File: src/rtl/q2_io_pkg.sv
// Shared definitions for the Q2 I/O device ports: command encodings,
// I2C sequencer states and the status word bit layout.
package q2_io_pkg;

    // Command field dbus[9:8] of an I2C port write word
    localparam logic [1:0] CMD_WRITE            = 2'b00;
    localparam logic [1:0] CMD_START_WRITE      = 2'b01;
    localparam logic [1:0] CMD_STOP             = 2'b10;
    localparam logic [1:0] CMD_START_WRITE_STOP = 2'b11;

    // Status word bit positions
    localparam int ST_BUSY    = 0;
    localparam int ST_ACK_ERR = 1;
    localparam int ST_OVERRUN = 2;

    typedef enum logic [2:0] {
        ST_IDLE,
        ST_START,
        ST_BIT,
        ST_ACK,
        ST_STOP
    } i2c_state_e;

    function automatic logic cmd_has_start(input logic [1:0] cmd);
        return (cmd == CMD_START_WRITE) || (cmd == CMD_START_WRITE_STOP);
    endfunction

    function automatic logic cmd_has_write(input logic [1:0] cmd);
        return cmd != CMD_STOP;
    endfunction

    function automatic logic cmd_has_stop(input logic [1:0] cmd);
        return (cmd == CMD_STOP) || (cmd == CMD_START_WRITE_STOP);
    endfunction

endpackage

File: src/rtl/q2_tick_div.sv
// Quarter-bit prescaler: one-cycle tick every CLK_DIV clocks, restartable
// so the first phase of a transfer always gets a full tick period.
module q2_tick_div #(
    parameter int unsigned CLK_DIV = 8
) (
    input  logic clk,
    input  logic nrst,
    input  logic restart_i,
    output logic tick_o
);

    localparam logic [7:0] TC = 8'(CLK_DIV - 1);

    logic [7:0] cnt_q;
    logic [7:0] cnt_d;

    // Terminal-count compare and next count
    always_comb begin
        tick_o = (cnt_q == TC);
        if (restart_i || tick_o) begin
            cnt_d = 8'd0;
        end else begin
            cnt_d = cnt_q + 8'd1;
        end
    end

    // Counter register with synchronous clear
    always_ff @(posedge clk) begin
        if (!nrst) begin
            cnt_q <= 8'd0;
        end else begin
            cnt_q <= cnt_d;
        end
    end

endmodule

File: src/rtl/q2_i2c_port.sv
// Q2 I2C port: turns one I/O write word into a single-byte I2C master
// transfer on open-drain SCL/SDA and reports busy/NACK/overrun status.
//
// state    | meaning
// ---------+-------------------------------------------------------------
// ST_IDLE  | no transfer; lines held as left by the last transfer
// ST_START | q0: SDA low with SCL released, q1: SCL low
// ST_BIT   | 4 quarters per bit, MSB first; SCL released in q2/q3
// ST_ACK   | SDA released, SCL pulsed; sda_i sampled at end of q3
// ST_STOP  | q0: both low, q1: SCL released, q2: SDA released
module q2_i2c_port
    import q2_io_pkg::*;
#(
    parameter int unsigned CLK_DIV = 8,
    parameter int unsigned DATA_W  = 12
) (
    input  logic              clk,
    input  logic              nrst,
    input  logic              i2c_wr,
    input  logic [DATA_W-1:0] dbus,
    input  logic              status_rd,
    input  logic              sda_i,
    output logic              scl_oe,
    output logic              sda_oe,
    output logic              busy,
    output logic [DATA_W-1:0] status
);

    i2c_state_e state_q, state_d;
    logic [1:0] qtr_q, qtr_d;
    logic [2:0] bit_q, bit_d;
    logic [1:0] cmd_q, cmd_d;
    logic [7:0] byte_q, byte_d;
    logic       idle_scl_q, idle_scl_d;
    logic       idle_sda_q, idle_sda_d;
    logic       ack_err_q, ack_err_d;
    logic       overrun_q, overrun_d;
    logic       busy_q, busy_d;

    logic       wr_q1, wr_q2;
    logic       wr_rise;
    logic [9:0] dbus_q;
    logic       restart;
    logic       tick;

    // Upper bus bits carry no meaning for this port
    logic dbus_unused;
    assign dbus_unused = ^dbus[DATA_W-1:10];

    assign wr_rise = wr_q1 & ~wr_q2;

    q2_tick_div #(
        .CLK_DIV (CLK_DIV)
    ) u_tick (
        .clk       (clk),
        .nrst      (nrst),
        .restart_i (restart),
        .tick_o    (tick)
    );

    // Strobe edge detect; the bus word is latched on the first strobe cycle
    always_ff @(posedge clk) begin
        if (!nrst) begin
            wr_q1  <= 1'b0;
            wr_q2  <= 1'b0;
            dbus_q <= 10'd0;
        end else begin
            wr_q1 <= i2c_wr;
            wr_q2 <= wr_q1;
            if (i2c_wr && !wr_q1) begin
                dbus_q <= dbus[9:0];
            end
        end
    end

    // Sequencer next state: every phase advances on one tick
    always_comb begin
        state_d    = state_q;
        qtr_d      = qtr_q;
        bit_d      = bit_q;
        cmd_d      = cmd_q;
        byte_d     = byte_q;
        idle_scl_d = idle_scl_q;
        idle_sda_d = idle_sda_q;
        ack_err_d  = ack_err_q;
        restart    = 1'b0;

        unique case (state_q)
            ST_IDLE: begin
                if (wr_rise) begin
                    cmd_d   = dbus_q[9:8];
                    byte_d  = dbus_q[7:0];
                    qtr_d   = 2'd0;
                    bit_d   = 3'd7;
                    restart = 1'b1;
                    if (cmd_has_start(dbus_q[9:8])) begin
                        state_d = ST_START;
                    end else if (cmd_has_write(dbus_q[9:8])) begin
                        state_d = ST_BIT;
                    end else begin
                        state_d = ST_STOP;
                    end
                end
            end
            ST_START: begin
                if (tick) begin
                    if (qtr_q == 2'd1) begin
                        state_d = ST_BIT;
                        qtr_d   = 2'd0;
                    end else begin
                        qtr_d = qtr_q + 2'd1;
                    end
                end
            end
            ST_BIT: begin
                if (tick) begin
                    qtr_d = qtr_q + 2'd1;
                    if (qtr_q == 2'd3) begin
                        if (bit_q == 3'd0) begin
                            state_d = ST_ACK;
                        end else begin
                            bit_d = bit_q - 3'd1;
                        end
                    end
                end
            end
            ST_ACK: begin
                if (tick) begin
                    qtr_d = qtr_q + 2'd1;
                    if (qtr_q == 2'd3) begin
                        ack_err_d = sda_i;
                        if (cmd_has_stop(cmd_q)) begin
                            state_d = ST_STOP;
                        end else begin
                            // No STOP requested: keep SCL low to hold the bus
                            state_d    = ST_IDLE;
                            idle_scl_d = 1'b1;
                            idle_sda_d = 1'b0;
                        end
                    end
                end
            end
            ST_STOP: begin
                if (tick) begin
                    if (qtr_q == 2'd2) begin
                        state_d    = ST_IDLE;
                        qtr_d      = 2'd0;
                        idle_scl_d = 1'b0;
                        idle_sda_d = 1'b0;
                    end else begin
                        qtr_d = qtr_q + 2'd1;
                    end
                end
            end
            default: begin
                state_d = ST_IDLE;
            end
        endcase

        busy_d = (state_d != ST_IDLE);
    end

    // Overrun: a strobe during a transfer is dropped; set beats the read clear
    always_comb begin
        overrun_d = overrun_q;
        if (status_rd) begin
            overrun_d = 1'b0;
        end
        if (wr_rise && (state_q != ST_IDLE)) begin
            overrun_d = 1'b1;
        end
    end

    // Sequencer and status registers
    always_ff @(posedge clk) begin
        if (!nrst) begin
            state_q    <= ST_IDLE;
            qtr_q      <= 2'd0;
            bit_q      <= 3'd7;
            cmd_q      <= CMD_WRITE;
            byte_q     <= 8'd0;
            idle_scl_q <= 1'b0;
            idle_sda_q <= 1'b0;
            ack_err_q  <= 1'b0;
            overrun_q  <= 1'b0;
            busy_q     <= 1'b0;
        end else begin
            state_q    <= state_d;
            qtr_q      <= qtr_d;
            bit_q      <= bit_d;
            cmd_q      <= cmd_d;
            byte_q     <= byte_d;
            idle_scl_q <= idle_scl_d;
            idle_sda_q <= idle_sda_d;
            ack_err_q  <= ack_err_d;
            overrun_q  <= overrun_d;
            busy_q     <= busy_d;
        end
    end

    // Line drivers decoded from the current phase
    always_comb begin
        scl_oe = idle_scl_q;
        sda_oe = idle_sda_q;
        unique case (state_q)
            ST_START: begin
                scl_oe = qtr_q[0];
                sda_oe = 1'b1;
            end
            ST_BIT: begin
                scl_oe = ~qtr_q[1];
                sda_oe = ~byte_q[bit_q];
            end
            ST_ACK: begin
                scl_oe = ~qtr_q[1];
                sda_oe = 1'b0;
            end
            ST_STOP: begin
                scl_oe = (qtr_q == 2'd0);
                sda_oe = (qtr_q != 2'd2);
            end
            default: begin
            end
        endcase
    end

    // CPU-visible status word
    always_comb begin
        status             = '0;
        status[ST_BUSY]    = busy_q;
        status[ST_ACK_ERR] = ack_err_q;
        status[ST_OVERRUN] = overrun_q;
    end

    assign busy = busy_q;

endmodule

File: config.mk
export PLATFORM = sky130hd
export DESIGN_NAME = q2_i2c_port
export DESIGN_NICKNAME = d
export VERILOG_FILES = /design/src/rtl/q2_io_pkg.sv /design/src/rtl/q2_tick_div.sv /design/src/rtl/q2_i2c_port.sv
export SDC_FILE = /design/constraint.sdc
export NUM_CORES = 1
export LEC_CHECK = 0
export CAP_MARGIN = 20
export CORE_UTILIZATION = 35
export CTS_BUF_LIST = sky130_fd_sc_hd__clkbuf_2 sky130_fd_sc_hd__clkbuf_4 sky130_fd_sc_hd__clkbuf_8
export CTS_CLUSTER_SIZE = 24
export DETAILED_ROUTE_END_ITERATION = 12
export SETUP_SLACK_MARGIN = 0.1
export SLEW_MARGIN = 20
export SYNTH_ARGS = -nofsm -noshare
export SYNTH_HDL_FRONTEND = slang
export SYNTH_SLANG_ARGS = --single-unit
File: constraint.sdc
create_clock -name clk -period 3.6 [get_ports clk]
set_input_delay 0.72 -clock clk [delete_from_list [all_inputs] [get_ports clk]]
set_output_delay 0.72 -clock clk [all_outputs]
set_load 0.01 [all_outputs]
* Word-level counts from Yosys, hierarchy flattened *
Cells that the tools add are included.
W data, S select, Z words.

word-level totals
  register bits after elaboration = 43
  bits of input ports = 17
  output and inout port bits = 15
  word-level logic and storage cells = 114

cells by class
  add/subtract/negate cells = 3
  magnitude comparators = 1
  equal/unequal tests = 25
  multiplexer cells = 44
  bitwise gates (word level) = 5
  reduce and logical (&&, ||, !) cells = 22

operators with widths
  kind                   number
  $mux W3                17
  $ne A2 B2 Y1 const B   12
  $pmux W3 S5            1
  $mux W1                13
  $mux W2                6
  $eq A2 B2 Y1 const B   5
  $reduce_and A5 Y1      2
  $add A8 B1 Y8 const B  1
  $eq A8 B3 Y1 const B   1
  $pmux W2 S4            1
  $eq A3 B2 Y1 const B   2
  $logic_not A3 Y1       2
  $pmux W3 S2            1
  $reduce_and A6 Y1      1
  $reduce_bool A2 Y1     3
  $reduce_bool A3 Y1     2
  $eq A2 B1 Y1 const B   2
  $lt A3 B4 Y1 const B   1
  $not A1 Y1             4
  $pmux W1 S2            2
  $pmux W1 S4            1
  $reduce_bool A4 Y1     1
  $reduce_or A2 Y1       2
  $bmux W1 S3            1
  13 further kinds       16

* Logic depth before layout (Yosys ltp) *
Gate-level depths: netlist of run 1.

  depth after elaboration = 7
  gate-level depth with buffers = 6
  mapped depth without buffers = 6

* Cells and area by module *
Synthesis of run 1 repeated with hierarchy kept, for this count alone.

second synthesis, totals
  cell total of the unflattened synthesis = 240
  area total of the unflattened synthesis = 2050.7 µm²

by module, submodules not included
  module       instances  cells an instance  area each (µm²)  sequential area each (µm²)
  q2_i2c_port  1          202                1691.6           660.6
  q2_tick_div  1          38                 359.1            160.2

* Worst setup path after synthesis of run 1 *
OpenSTA, ideal clock, no wires.

  path kind = register to output
  start point = reg state_q[1]
  end point = out scl_oe
  data arrival time = 1.329 ns
  data required time = 2.880 ns
  slack = 1.551 ns
  cell stages (with the launch flop) = 6
  path buffers = 2
  cells stage by stage = dfxtp_1 clkbuf_1 clkbuf_1 nor2_1 a221o_1 a21oi_1

between the ends
  longest elaborated chain between the ends = 3
  elaborated cells between the ends (all ways) = 6
  those cells by class = eq/ne: 4; mux: 1; reduce/logical: 1

RTL lines
  item                               RTL line            source
  start, declared                    q2_i2c_port.sv:29   i2c_state_e state_q, state_d;
  start signal, assigned             q2_i2c_port.sv:188  state_q <= state_d;
  $eq A3 B2 Y1                       q2_i2c_port.sv:205  unique case (state_q)
  $reduce_or A2 Y1 (no source line)  --
  $pmux W1 S3 (*)                    q2_i2c_port.sv:205
  end, declared                      q2_i2c_port.sv:23   output logic scl_oe,

Mark *: on every way between the ends. The rest lies on a longest branch, timed or not.

* Worst setup path after layout of run 1 *
  start point = reg bit_q[0]
  end point = out sda_oe

between the ends
  longest elaborated chain between the ends = 4

RTL lines
  item                           RTL line            source
  start, declared                q2_i2c_port.sv:31   logic [2:0] bit_q, bit_d;
  start signal, assigned         q2_i2c_port.sv:190  bit_q <= bit_d;
  $bmux W1 S3                    q2_i2c_port.sv:212  sda_oe = ~byte_q[bit_q];
  $mux W1 (implied by the code)  q2_i2c_port.sv:212
  $not A1 Y1                     q2_i2c_port.sv:212
  $pmux W1 S4                    q2_i2c_port.sv:205
  end, declared                  q2_i2c_port.sv:24   output logic sda_oe,

Every way passes these cells. The select of a mux whose other input is x is not followed.

==> results of run 1 <==
[worst max-delay path: cells and delay by family (launching register included)]
kind | cells | cell delay (ps)
AO/OA/AOI/OAI | 1 | 140
buffers and inverters | 1 | 570
flip-flops | 1 | 430
multiplexers | 2 | 680
AND/OR/NAND/NOR | 1 | 110
[kinds of logic (layout without fill, tap and decap cells)]
kind of cell,Yosys count,count (layout)
mux,4,4
simple gates,105,105
buf+inv,35,39
flops,41,41
xor+xnor,6,6
compound gates,51,51
fa+ha+maj,8,8
other cells,1,9
[state kept, by name (all words and copies together) (netlist names)]
name / cells
ack_err_q: 1
bit_q: 3
busy: 1
byte_q: 8
cmd_q: 1
dbus_q: 10
idle_scl_q: 1
overrun_q: 1
qtr_q: 2
state_q: 3
u_tick.cnt_q: 8
wr_q1: 1
wr_q2: 1
[power by group]
| group | switching, uW | total [uW] | internal [uW] |
|---|---|---|---|
| logic | 53.0 | 103 | 49.8 |
| registers | 15.8 | 486 | 470 |
| clock network | 154 | 356 | 202 |
[worst paths after layout]
check                               end  slack, ps  cells after the start
max                              sda_oe        660                      5
min          u_tick.cnt_q[0]$_SDFF_PP0_        450                      1
max reg2reg             busy$_SDFF_PN0_       1650                      4
min reg2reg  u_tick.cnt_q[0]$_SDFF_PP0_        450                      1
[layout make-up]
| cell class | count | area share [%] |
|---|---|---|
| Clock inverter | 2 | 1.47 |
| Sequential cell | 41 | 34.4 |
| Tap cell | 72 | 3.77 |
| Multi-Input combinational cell | 183 | 46.9 |
| Inverter | 10 | 1.57 |
| Clock buffer | 5 | 2.88 |
| Timing Repair Buffer | 22 | 9.01 |
[layer usage]
metal / part of all wire, % / GRT usage [%] / vias to the layer above
met2: 44 / 23.3 / 43
met4: 1.2 / 4.00 / 0
met5: 0 / 0 / -
li1: - / - / 877
met3: 5.3 / 3.77 / 6
met1: 50 / 20.0 / 768
[per-stage QoR]
step | cell area, um2 | total power [uW] | setup slack [ps] | utilization [%] | cells
finish | 2390 | 945 | 663 | 42.3 | 335
floorplan | 2130 | 565 | 1550 | - | 259
detailed placement | 2280 | 600 | 941 | 40.5 | 328
global placement | 2280 | 599 | 944 | 40.5 | 328
CTS | 2390 | 956 | 611 | 42.3 | 335
global route | 2390 | 990 | 499 | 42.3 | 335
[cells in the final DEF (no fill, tap or decap), drive strengths merged, types with 2 or more instances in the layout]
cell           instances
nand3                  8
mux4                   2
a31o                   2
o21ai                  8
buf                    2
or4                    3
conb                   9
inv                   10
mux2i                  2
nand2                 45
nand3b                 2
nand2b                 5
xnor2                  2
or3                    2
clkdlybuf4s50         20
ha                     8
clkbuf                 5
nor3                   2
nor2b                  2
and2                   3
dfxtp                 41
nor4b                  2
nor2                  15
a31oi                  3
xor2                   4
a21oi                 27
and3                   5
nor4                   4
==> results.cfg, run 1 <==
[pwr]
vdd_drop_max_uv = 193
leakage_uw = 0.000903
powerDensity_nw_per_um2 = 395

[timing]
finalCritPeriodShare_pct = 81.6
maxSlewViolCount = 0
finalHoldViolations = 0
skew_ps = 11.1
setup_violations = 0
hold_ws_ps = 450
rsz0062_at_grt = false
tightest_slew_ps = 675
max_freq_mhz = 341
tns_ps = 0
period_needed_ps = 2940
slew-limit-headroom_pct = 55.0

[setup_path]
timing.rr.start = state_q[0]$_SDFF_PN0_
cp_max_fo = 5
worstPathArrival_ps = 2220
cp.required_ps = 2880
startpoint = bit_q[0]$_SDFFE_PN1P_
path_cells = mux4_2 -> mux2i_1 -> nand3_1 -> o211ai_1 -> clkdlybuf4s50_1
crit_path_max_incr_delay_ps = 570
worstSetupStartpointType = flop
endpoint_kind = output port
worstSetupPathType = reg -> out
cp_slowest_cell = clkdlybuf4s50_1

[placement]
gp_congestion = 0.922
hpwl_um = 3000
port_buffers = 20

[logic_synthesis]
synth_area_leaders = dfxtp_1, nand2_1, a21oi_1
synth-seq-cells = 41
synth-xor-area-share_pct = 2.51
yosysTopAreaCell = dfxtp_1
synth_cell_types = 49
synth_top_family_by_area = simple AND/OR/NAND/NOR gates
ys_async_sr_fraction_pct = 0
synth.most_common_cell = nand2_1
synthAdderAreaFrac_pct = 4.78
synth_commonest_cells = nand2_1, dfxtp_1, a21oi_1, nor2_1
synth_top_cell_area_share_pct = 39.2
synth_warnings = 0
synth_compound_area_share_pct = 15.8
synth_edf_count = 0
synth_ff_type = dfxtp_1
syn_avg_cell_area_um2 = 8.35
yosysSeqAreaShare_pct = 39.2
postSynthCellCount = 251
synthSimpleGateAreaFrac_pct = 25.7
synth_area_um2 = 2100
muxShareOfSynthArea_pct = 3.10

[clocking]
htree_levels = 2
cts.sinks = 41
cts.clk_slew.worst_paths_ps = 80
numCtsBuffers = 5
post_cts_buffers = 0
cts_buffer_depth = 2
cts-resized-gates = 0
cts_tree = yes
cts_root_buffer = clkbuf_8
clk_latency_ps = 290
holdBufCountCts = 0

[die]
start_util_pct = 37.1
die_y_um = 79.4
die-area_um2 = 6300
core_area_um2 = 5640
fp.dieW_um = 79.4
ios = 32
row_count = 27

[hold_path]
hold_class = reg -> reg
worst_hold_startpoint = u_tick.cnt_q[0]$_SDFF_PP0_

[routing]
vias_per_cell = 5.06
via_count = 1694
drtIter0Drc = 120
drc = 0
wl_um = 4110
antenna_left = 0
dr.pass1.iters = 4
wl_per_cell_um = 12.3

[global_routing]
grt_max_degree = 20
grt_pass1_wl_um = 7290
gr-total-overflow = 0
grt_pass1_vias = 1574
track_usage_pct = 14.8
antenna_found_initial = 0

[finish]
antenna_cells = 0
drive_gt1_share_pct = 7.22
area_delta_synth_final_pct = 14.0
regArea_um2 = 821
fillers = 580
multi_input_comb_area_um2 = 1120
nets = 288

[run]
maxCapViolCount = 0

[outcome]
status = completed
Note: power is estimated with default switching activity, not from simulation.
==> run 2, diff against run 1 <==
Clock period 3.6 ns to 2.7 ns, I/O delays scaled along.
==> run 2 against run 1 <==
Compared with the run above:
- sequential share of layout area rose by 0.10 points
- clock skew is 8.8 ps lower
- cell area rose by 0.16%
- clock-buffer cell count increased by 1
- power up 27%
- global-route usage shrank 0.58 points
- die area is the same
- critical endpoint is now scl_oe
==> results.cfg, run 2 (synthesized netlist as in run 1, its figures left out) <==
[setup_path]
timing.rr.start = state_q[0]$_SDFF_PN0_
crit_path_max_incr_delay_ps = 480
path_cells = or3_1 -> a21oi_1 -> a21oi_1 -> clkdlybuf4s50_1
crit_buf_inv = 1
cp.required_ps = 2160
cp_slowest_cell = clkdlybuf4s50_1
startpoint = state_q[2]$_SDFF_PN0_
crit_family = buffers and inverters
worstSetupStartpointType = flop
endpoint_kind = output port
worstSetupPathType = reg -> out
cpMostUsedCell = a21oi_1
cp_max_fo = 18
worstPathArrival_ps = 1910

[global_routing]
grt_pass1_wl_um = 7070
antenna_found_initial = 0
grt_max_degree = 19
grt_pass1_vias = 1559
track_usage_pct = 14.2
gr-total-overflow = 0

[routing]
antenna_left = 0
wl_per_cell_um = 12.1
drc = 0
drt-met1-wl_um = 1990
routed.top_layer = met4
wl_met2_um = 1850
via_count = 1707
vias_per_cell = 5.07
dr_wl_met3_um = 181
dr.pass1.iters = 4
drtIter0Drc = 126
wl_um = 4080

[clocking]
cts_buffer_depth = 2
clk_latency_ps = 290
post_cts_buffers = 0
cts_tree = yes
cts.clk_slew.worst_paths_ps = 80
htree_levels = 2
cts.sinks = 41
cts_root_buffer = clkbuf_8
numCtsBuffers = 5

[timing]
period_needed_ps = 2450
max_freq_mhz = 409
skew_ps = 2.33
slew-limit-headroom_pct = 57.0
final.setup.worst_slack_ps = 254
tns_ps = 0
finalHoldViolations = 0
tightest_slew_ps = 643
finalCritPeriodShare_pct = 90.6
setup_violations = 0
hold_ws_ps = 450
maxSlewViolCount = 0
rsz0062_at_grt = false

[die]
row_count = 27
start_util_pct = 37.1
die_y_um = 79.4
die-area_um2 = 6300
fp.dieW_um = 79.4
core_area_um2 = 5640
ios = 32

[run]
maxCapViolCount = 0

[finish]
largest_reg_flops = 10
regMostFlops = dbus_q
layout_commonest_cell = nand2_1
area_delta_synth_final_pct = 14.1
fin_cells = 337
nets = 290
drive_gt1_share_pct = 9.06
final_cell_mix = nand2_1, dfxtp_1, a21oi_1
antenna_cells = 0
reg.largest.list = dbus_q x10, byte_q x8, u_tick.cnt_q x8

[hold_path]
hold_class = reg -> reg
worst_hold_startpoint = u_tick.cnt_q[0]$_SDFF_PP0_

[pwr]
powerDensity_nw_per_um2 = 501
leakage_uw = 0.000906
finalPower_uw = 1200
vdd_drop_max_uv = 251

[placement]
place_ws_ps = 235
gp_congestion = 0.881
port_buffers = 20
dp_cells = 330
hpwl_um = 2970

[outcome]
status = completed
## run 2: path summary, 6_finish.rpt
| kind | end | slack [ps] | depth (start not counted) |
|---|---|---|---|
| min reg2reg | u_tick.cnt_q[0]$_SDFF_PP0_ | 450 | 1 |
| max reg2reg | busy$_SDFF_PN0_ | 740 | 4 |
| max | scl_oe | 250 | 4 |
| min | u_tick.cnt_q[0]$_SDFF_PP0_ | 450 | 1 |
## run 2: worst register-to-register path: stages, from the launching register on
cell      delay (ps)
dfxtp_1          610
or3b_1           440
or4_1            530
a31o_1           260
o221ai_2          60
## run 2: power by group
part | leakage, uW | total [uW] | switching, uW | internal, uW
logic | 0.000528 | 138 | 70.1 | 67.8
registers | 0.000334 | 649 | 21.2 | 627
clock network | 0.0000433 | 412 | 209 | 202
total | 0.000906 | 1200 | 301 | 897
## run 2: layout make-up
type                       instances  area, um2
clock buffer                       6       82.6
fill                             577       3250
clock inverter                     1       7.51
sequential                        41        825
multi-input combinational        183       1120
tap                               72       90.1
inverter                          10       37.5
timing repair buffer              24        229
## run 2: repair_timing
action / CTS / global route
cloned: 0 / 0
pin swaps: 0 / 0
hold buffers: 0 / 0
gates resized for setup: 3 / 2
endpoints found under the setup margin: 2 / 1
## run 2: routing by layer
layer / GRT usage [%] / vias up
met2: 22.2 / 42
li1: - / 874
met4: 4.18 / 0
met5: 0 / -
met3: 3.89 / 11
met1: 19.1 / 780
## run 2: per-stage QoR
stage / cell area, um2 / util [%]
2_1_floorplan: 2130 / -
3_3_place_gp: 2300 / 40.8
3_5_place_dp: 2300 / 40.8
4_1_cts: 2390 / 42.4
5_1_grt: 2390 / 42.4
6_report: 2390 / 42.4
